**config.mk**
```make
export PLATFORM = sky130hd
export DESIGN_NAME = reg_writeback
export DESIGN_NICKNAME = d
export VERILOG_FILES = /design/src/rtl/riscv_pkg.sv /design/src/rtl/regfile_2r1w.sv /design/src/rtl/reg_writeback.sv
export SDC_FILE = /design/constraint.sdc
export NUM_CORES = 2
export LEC_CHECK = 0
export ABC_AREA = 0
export ABC_CLOCK_PERIOD_IN_PS = 44700
export BUFFER_PORTS_ARGS = -buffer_cell sky130_fd_sc_hd__buf_2
export CAP_MARGIN = 20
export CORE_AREA = 2 2 306 339
export CTS_BUF_LIST = sky130_fd_sc_hd__clkbuf_16
export DETAILED_ROUTE_END_ITERATION = 16
export DIE_AREA = 0 0 308 341
export PLACE_DENSITY_LB_ADDON = 0.1
export SYNTH_ARGS = -nofsm -noshare
export SYNTH_HDL_FRONTEND = slang
export SYNTH_SLANG_ARGS = --single-unit
```
**constraint.sdc**
```tcl
create_clock -name clk -period 44.7 [get_ports clk]
set_clock_uncertainty 0.2 [all_clocks]
set_input_delay 6.705 -clock clk [delete_from_list [all_inputs] [get_ports clk]]
set_output_delay 6.705 -clock clk [all_outputs]
set_load 0.05 [all_outputs]
```
**src/rtl/riscv_pkg.sv**
```systemverilog
// Shared decode types for the RV32I write-back stage: base opcodes,
// write-back source selector and instruction field positions.
package riscv_pkg;

    localparam int RS1_LSB = 15;
    localparam int RS2_LSB = 20;
    localparam int RD_LSB  = 7;

    typedef enum logic [6:0] {
        OPC_OP_IMM = 7'b0010011,
        OPC_OP     = 7'b0110011,
        OPC_LOAD   = 7'b0000011,
        OPC_LUI    = 7'b0110111,
        OPC_AUIPC  = 7'b0010111,
        OPC_JAL    = 7'b1101111,
        OPC_JALR   = 7'b1100111,
        OPC_STORE  = 7'b0100011,
        OPC_BRANCH = 7'b1100011,
        OPC_FENCE  = 7'b0001111,
        OPC_SYSTEM = 7'b1110011
    } opcode_t;

    typedef enum logic [2:0] {
        WB_NONE  = 3'd0,
        WB_I     = 3'd1,
        WB_R     = 3'd2,
        WB_LOAD  = 3'd3,
        WB_IMM   = 3'd4,
        WB_AUIPC = 3'd5,
        WB_LINK  = 3'd6
    } wb_sel_t;

    // Write-back source for an opcode; non-writing and unknown opcodes give WB_NONE.
    function automatic wb_sel_t decode_wb_sel(input logic [6:0] opc);
        wb_sel_t sel;
        case (opc)
            OPC_OP_IMM:        sel = WB_I;
            OPC_OP:            sel = WB_R;
            OPC_LOAD:          sel = WB_LOAD;
            OPC_LUI:           sel = WB_IMM;
            OPC_AUIPC:         sel = WB_AUIPC;
            OPC_JAL, OPC_JALR: sel = WB_LINK;
            default:           sel = WB_NONE;
        endcase
        return sel;
    endfunction

    // True for every opcode this core implements, writing or not.
    function automatic logic is_legal_opcode(input logic [6:0] opc);
        logic ok;
        case (opc)
            OPC_OP_IMM, OPC_OP, OPC_LOAD, OPC_LUI, OPC_AUIPC,
            OPC_JAL, OPC_JALR, OPC_STORE, OPC_BRANCH,
            OPC_FENCE, OPC_SYSTEM: ok = 1'b1;
            default:               ok = 1'b0;
        endcase
        return ok;
    endfunction

endpackage

```
**src/rtl/regfile_2r1w.sv**
```systemverilog
// NREGS x XLEN register file: two asynchronous read ports, one write port
// committed on the rising edge, asynchronous clear, entry 0 reads as zero.
// No write-to-read bypass: a read in the write cycle sees the old value.
module regfile_2r1w #(
    parameter int XLEN  = 32,
    parameter int NREGS = 32,
    parameter int AW    = $clog2(NREGS)
) (
    input  logic            clk,
    input  logic            rst,
    input  logic [AW-1:0]   ra1,
    input  logic [AW-1:0]   ra2,
    output logic [XLEN-1:0] rd1,
    output logic [XLEN-1:0] rd2,
    input  logic            we,
    input  logic [AW-1:0]   wa,
    input  logic [XLEN-1:0] wd
);

    logic [XLEN-1:0] regs_q [NREGS];
    logic [XLEN-1:0] regs_d [NREGS];

    // Next-state: apply the single write; entry 0 is never written.
    always_comb begin
        regs_d = regs_q;
        if (we && (wa != '0)) begin
            regs_d[wa] = wd;
        end
    end

    // Register storage with asynchronous clear.
    always_ff @(posedge clk or posedge rst) begin
        if (rst) begin
            for (int i = 0; i < NREGS; i++) begin
                regs_q[i] <= '0;
            end
        end else begin
            regs_q <= regs_d;
        end
    end

    // Read ports: index 0 is forced to zero regardless of storage.
    always_comb begin
        rd1 = (ra1 == '0) ? '0 : regs_q[ra1];
        rd2 = (ra2 == '0) ? '0 : regs_q[ra2];
    end

endmodule

```
**src/rtl/reg_writeback.sv**
```systemverilog
// Register file and write-back stage of the single-cycle RV32I core:
// instruction field decode, retire-value mux, cycle/instret counters and
// a sticky illegal-opcode flag.
//
// Handshake: instr_valid is a qualifier with no back-pressure; when high,
// idata and the operand buses describe one instruction that retires at the
// next rising edge. When low the cycle is a bubble: nothing is written and
// only cycle_cnt advances.
module reg_writeback
    import riscv_pkg::*;
#(
    parameter int XLEN  = 32,
    parameter int NREGS = 32,
    parameter int CNT_W = 64
) (
    input  logic             clk,
    input  logic             rst,
    input  logic             instr_valid,
    input  logic [31:0]      idata,
    input  logic [XLEN-1:0]  imm,
    input  logic [XLEN-1:0]  pc,
    input  logic [XLEN-1:0]  regdata_I,
    input  logic [XLEN-1:0]  regdata_R,
    input  logic [XLEN-1:0]  load_data,
    output logic [XLEN-1:0]  rv1,
    output logic [XLEN-1:0]  rv2,
    output logic [XLEN-1:0]  wb_data,
    output logic             wb_en,
    output logic [CNT_W-1:0] cycle_cnt,
    output logic [CNT_W-1:0] instret_cnt,
    output logic             illegal
);

    localparam int AW = $clog2(NREGS);

    logic [6:0]    opcode;
    logic [AW-1:0] rs1;
    logic [AW-1:0] rs2;
    logic [AW-1:0] rd;
    wb_sel_t       wb_sel;
    logic          legal;

    logic [CNT_W-1:0] cycle_q,   cycle_d;
    logic [CNT_W-1:0] instret_q, instret_d;
    logic             illegal_q, illegal_d;

    // funct3/funct7 belong to the execute units, not to write-back.
    logic unused_funct;
    assign unused_funct = ^{idata[31:25], idata[14:12]};

    // Field decode and write-back source selection.
    always_comb begin
        opcode = idata[6:0];
        rs1    = idata[RS1_LSB +: AW];
        rs2    = idata[RS2_LSB +: AW];
        rd     = idata[RD_LSB  +: AW];
        wb_sel = decode_wb_sel(opcode);
        legal  = is_legal_opcode(opcode);
    end

    // Retire-value mux; address arithmetic wraps modulo 2^XLEN.
    always_comb begin
        wb_en   = instr_valid && (wb_sel != WB_NONE) && (rd != '0);
        wb_data = '0;
        if (wb_en) begin
            case (wb_sel)
                WB_I:     wb_data = regdata_I;
                WB_R:     wb_data = regdata_R;
                WB_LOAD:  wb_data = load_data;
                WB_IMM:   wb_data = imm;
                WB_AUIPC: wb_data = pc + imm;
                WB_LINK:  wb_data = pc + XLEN'(4);
                default:  wb_data = '0;
            endcase
        end
    end

    // Counter and sticky-flag next state; counters wrap silently.
    always_comb begin
        cycle_d   = cycle_q + CNT_W'(1);
        instret_d = instret_q;
        illegal_d = illegal_q;
        if (instr_valid) begin
            if (legal) begin
                instret_d = instret_q + CNT_W'(1);
            end else begin
                illegal_d = 1'b1;
            end
        end
    end

    // Counters and illegal flag, asynchronously cleared.
    always_ff @(posedge clk or posedge rst) begin
        if (rst) begin
            cycle_q   <= '0;
            instret_q <= '0;
            illegal_q <= 1'b0;
        end else begin
            cycle_q   <= cycle_d;
            instret_q <= instret_d;
            illegal_q <= illegal_d;
        end
    end

    assign cycle_cnt   = cycle_q;
    assign instret_cnt = instret_q;
    assign illegal     = illegal_q;

    regfile_2r1w #(
        .XLEN  (XLEN),
        .NREGS (NREGS),
        .AW    (AW)
    ) u_regfile (
        .clk (clk),
        .rst (rst),
        .ra1 (rs1),
        .ra2 (rs2),
        .rd1 (rv1),
        .rd2 (rv2),
        .we  (wb_en),
        .wa  (rd),
        .wd  (wb_data)
    );

endmodule

```
==> metrics <==
vias in the first global route 46.0k; Port Buffers 410; most used cell along the critical path buf_4; root buf cell clkbuf_16; mapped cell area 61600 sq um; startpoint types input pin; via count around 46k; status finished clean; CTS resizes 0; Setup Fix Bufs, Post-CTS 0; Post-Route WL about 180000 microns; CP bufs+invs 5; ys async rst share 1.00; share of cells above drive strength 1 0.262; Synth area leaders dfrtp_1 47%, mux4_2 23%, nand2_1 4.8%, o21ai_0 4.8%, nor2_1 3.4%; #FFs+latches synth 1153; TritonCTS Sinks between 1k and 1.5k; Setup Crit Path Kind input pin to output pin; CTS Buf Count around 120; FF-to-FF setup slack 41.58 ns; Setup violations, final 0; IO Pins 421; max-cap violations 0; Critical Path AT 11.42 ns; DRT iter0 DRCs approximately 4.5k; final period utilization 0.410; Area Overhead vs Synth 11.5%; Worst path depth 9; CP cell instances buf_8 > buf_4 > buf_4 > buf_4 > mux4_2 > mux4_2 > mux2i_1 > nor2_1 > buf_2; sequential area share after synthesis 0.469; worst stage delay on the critical path between 0.8 and 0.9 ns; Hold Vio Cnt, Final 0; reg2reg start cycle_cnt[3]; first-pass GRT wire length 277000 microns; Post-synth EDFFs 0; VDD IR max 0.0000394 V; Placer Congestion 0.929; Avg Inst Size Synth 11.3 sq um; Netlist cell types between 80 and 90; fillers 7627; Final Max Tran Viols 0; CP Launch Point idata[15]; CP Data Required Time ~38 ns; CP Max Fanout 71; Core Area ~100000 sq um; initial core utilization 0.606; Least-Margin Pin Slew 1.12 ns; P per Cell Area 32.9 nW/um^2; DRC violations left 0; P_leak 0.0301 uW; Clock Path Buffers 3; Die Area 105000 sq um; DRT antenna net count 0; TNS Setup 0 ns; 1st-pass router iterations 7; htree depth 3; relative slew slack 0.255; pre-CTS WS 26.24 ns; worst hold start u_regfile.regs_q[1009]; final worst slack approximately 26 ns; CP endpoint rv1[6]; Worst R2R End cycle_cnt[61]; Rows between 100 and 150; largest net degree at the start of global routing 180; Die W approximately 310 microns; Vias/cell approximately 6.5; leading area contributor after synthesis dfrtp_1; Worst-Skew Late Latency around 0.72 ns; Worst path slowest cell buf_4; total grt overflow 0; final worst path period need 18.32 ns; die span in y around 340 microns; Top delay family on crit path buffers and inverters; Synth top area share 0.469; final total power 2250 uW; synthesized netlist cell count around 5.4k; CTS tree done; initial antenna violation count 9; GRT Util Overall 0.351; cells on worst reg2reg path 8; WL/cell 25.8 microns; crit path capture type output pin; hpwl dp 110000 microns; unrepaired setup endpoints after global routing false; Ys Warns 0; # hold bufs at CTS 0; worst hold path type flop to flop; Max Clock Freq 0.0546 GHz; Syn Nets 5657; Top FF cell, synth dfrtp_1; fin nets 5818; Worst-path clk slew 0.06 ns
logic make-up after synthesis:
kind of cell               after synthesis  share of synthesized area
buffers and inverters                  523                     0.0338
and+or+nand+nor                       1616                      0.110
DFF                                   1153                      0.469
muxes                                  731                      0.249
xor gates and xnor gates               171                     0.0243
AOI/OAI and AO/OA                     1198                      0.107
adders and majority gates               35                    0.00724
per-layer routing:
| layer | vias to the layer above | share of wire | global-route usage |
|---|---|---|---|
| li1 | 20116 | - | - |
| met1 | 23065 | 0.39 | 0.478 |
| met2 | 2187 | 0.48 | 0.562 |
| met3 | 431 | 0.089 | 0.0669 |
| met4 | 2 | 0.043 | 0.149 |
| met5 | - | 0.000066 | 0 |
layout by cell type, fill, tap and decap left out, drive strengths merged, types with 10 or more instances in the layout:
master,instances
o211ai,10
o21ai,690
mux2i,88
a221oi,17
ha,34
nor2,553
and4,12
nand4,47
xor2,60
bufinv,13
and2,15
and3,27
buf,540
nand3,75
xnor2,111
nand2,798
nor4,15
a21oi,388
mux4,640
clkinv,50
a22oi,12
dfrtp,1153
clkbuf,118
inv,57
nor3,28
how the worst min path moves through the flow:
stage,cells after the start,slack (ns),endpoint
final,0,0.19,u_regfile.regs_q[1009]
after global routing,0,0.20,u_regfile.regs_q[1004]
after CTS,0,0.20,u_regfile.regs_q[1005]
after detailed placement,0,0.18,u_regfile.regs_q[1015]
after global placement,0,0.18,u_regfile.regs_q[994]
after floorplan,1,0.24,u_regfile.regs_q[1000]
flip-flops by register name, summed over array words and instances, names as in the netlist:
register          count
u_regfile.regs_q   1024
cycle_cnt            64
instret_cnt          64
illegal               1
cell usage after synthesis, types with 8 or more instances:
| cell type | count |
|---|---|
| dfrtp_1 | 1153 |
| nand2_1 | 795 |
| mux4_2 | 640 |
| o21ai_0 | 591 |
| nor2_1 | 551 |
| a21oi_1 | 382 |
| clkbuf_1 | 381 |
| xnor2_1 | 111 |
| mux2i_1 | 88 |
| nand3_1 | 75 |
| o21ai_1 | 73 |
| buf_2 | 60 |
| xor2_1 | 60 |
| buf_1 | 51 |
| nand4_1 | 46 |
| ha_1 | 34 |
| and3_1 | 27 |
| o21ai_2 | 26 |
| inv_1 | 24 |
| nor3_1 | 24 |
| a221oi_1 | 15 |
| and2_1 | 15 |
| a22oi_1 | 12 |
| and4_1 | 12 |
| nor4_1 | 10 |
| o211ai_1 | 10 |
| a21o_1 | 9 |
| nor2b_1 | 8 |
| o22ai_1 | 8 |
per-stage QoR:
step,cell area [sq um],hold slack [ns],std cells,utilization
CTS,68500,0.197,6995,0.675
floorplan,61600,0.241,5427,-
finish,68600,0.194,7004,0.676
global placement,64700,0.176,6773,0.637
global route,68600,0.205,7004,0.676
detailed placement,64700,0.182,6775,0.637
layout make-up:
class / instances / area, sq um / area share
antenna: 4 / 10.0 / 0.000146
timing repair buffer: 540 / 3170 / 0.0462
sequential: 1153 / 28900 / 0.420
clock buffer: 118 / 2950 / 0.0430
multi-input combinational: 3751 / 31000 / 0.452
inverter: 24 / 97.6 / 0.00142
tap: 1312 / 1640 / 0.0239
clock inverter: 102 / 867 / 0.0126
report_power, final:
group          leakage, uW  total, uW  switching [uW]  internal (uW)
combinational       0.0121        200             126           74.2
sequential          0.0160       1070            12.9           1060
clock              0.00197        981             427            555
Power figures use the tool's default switching activity.
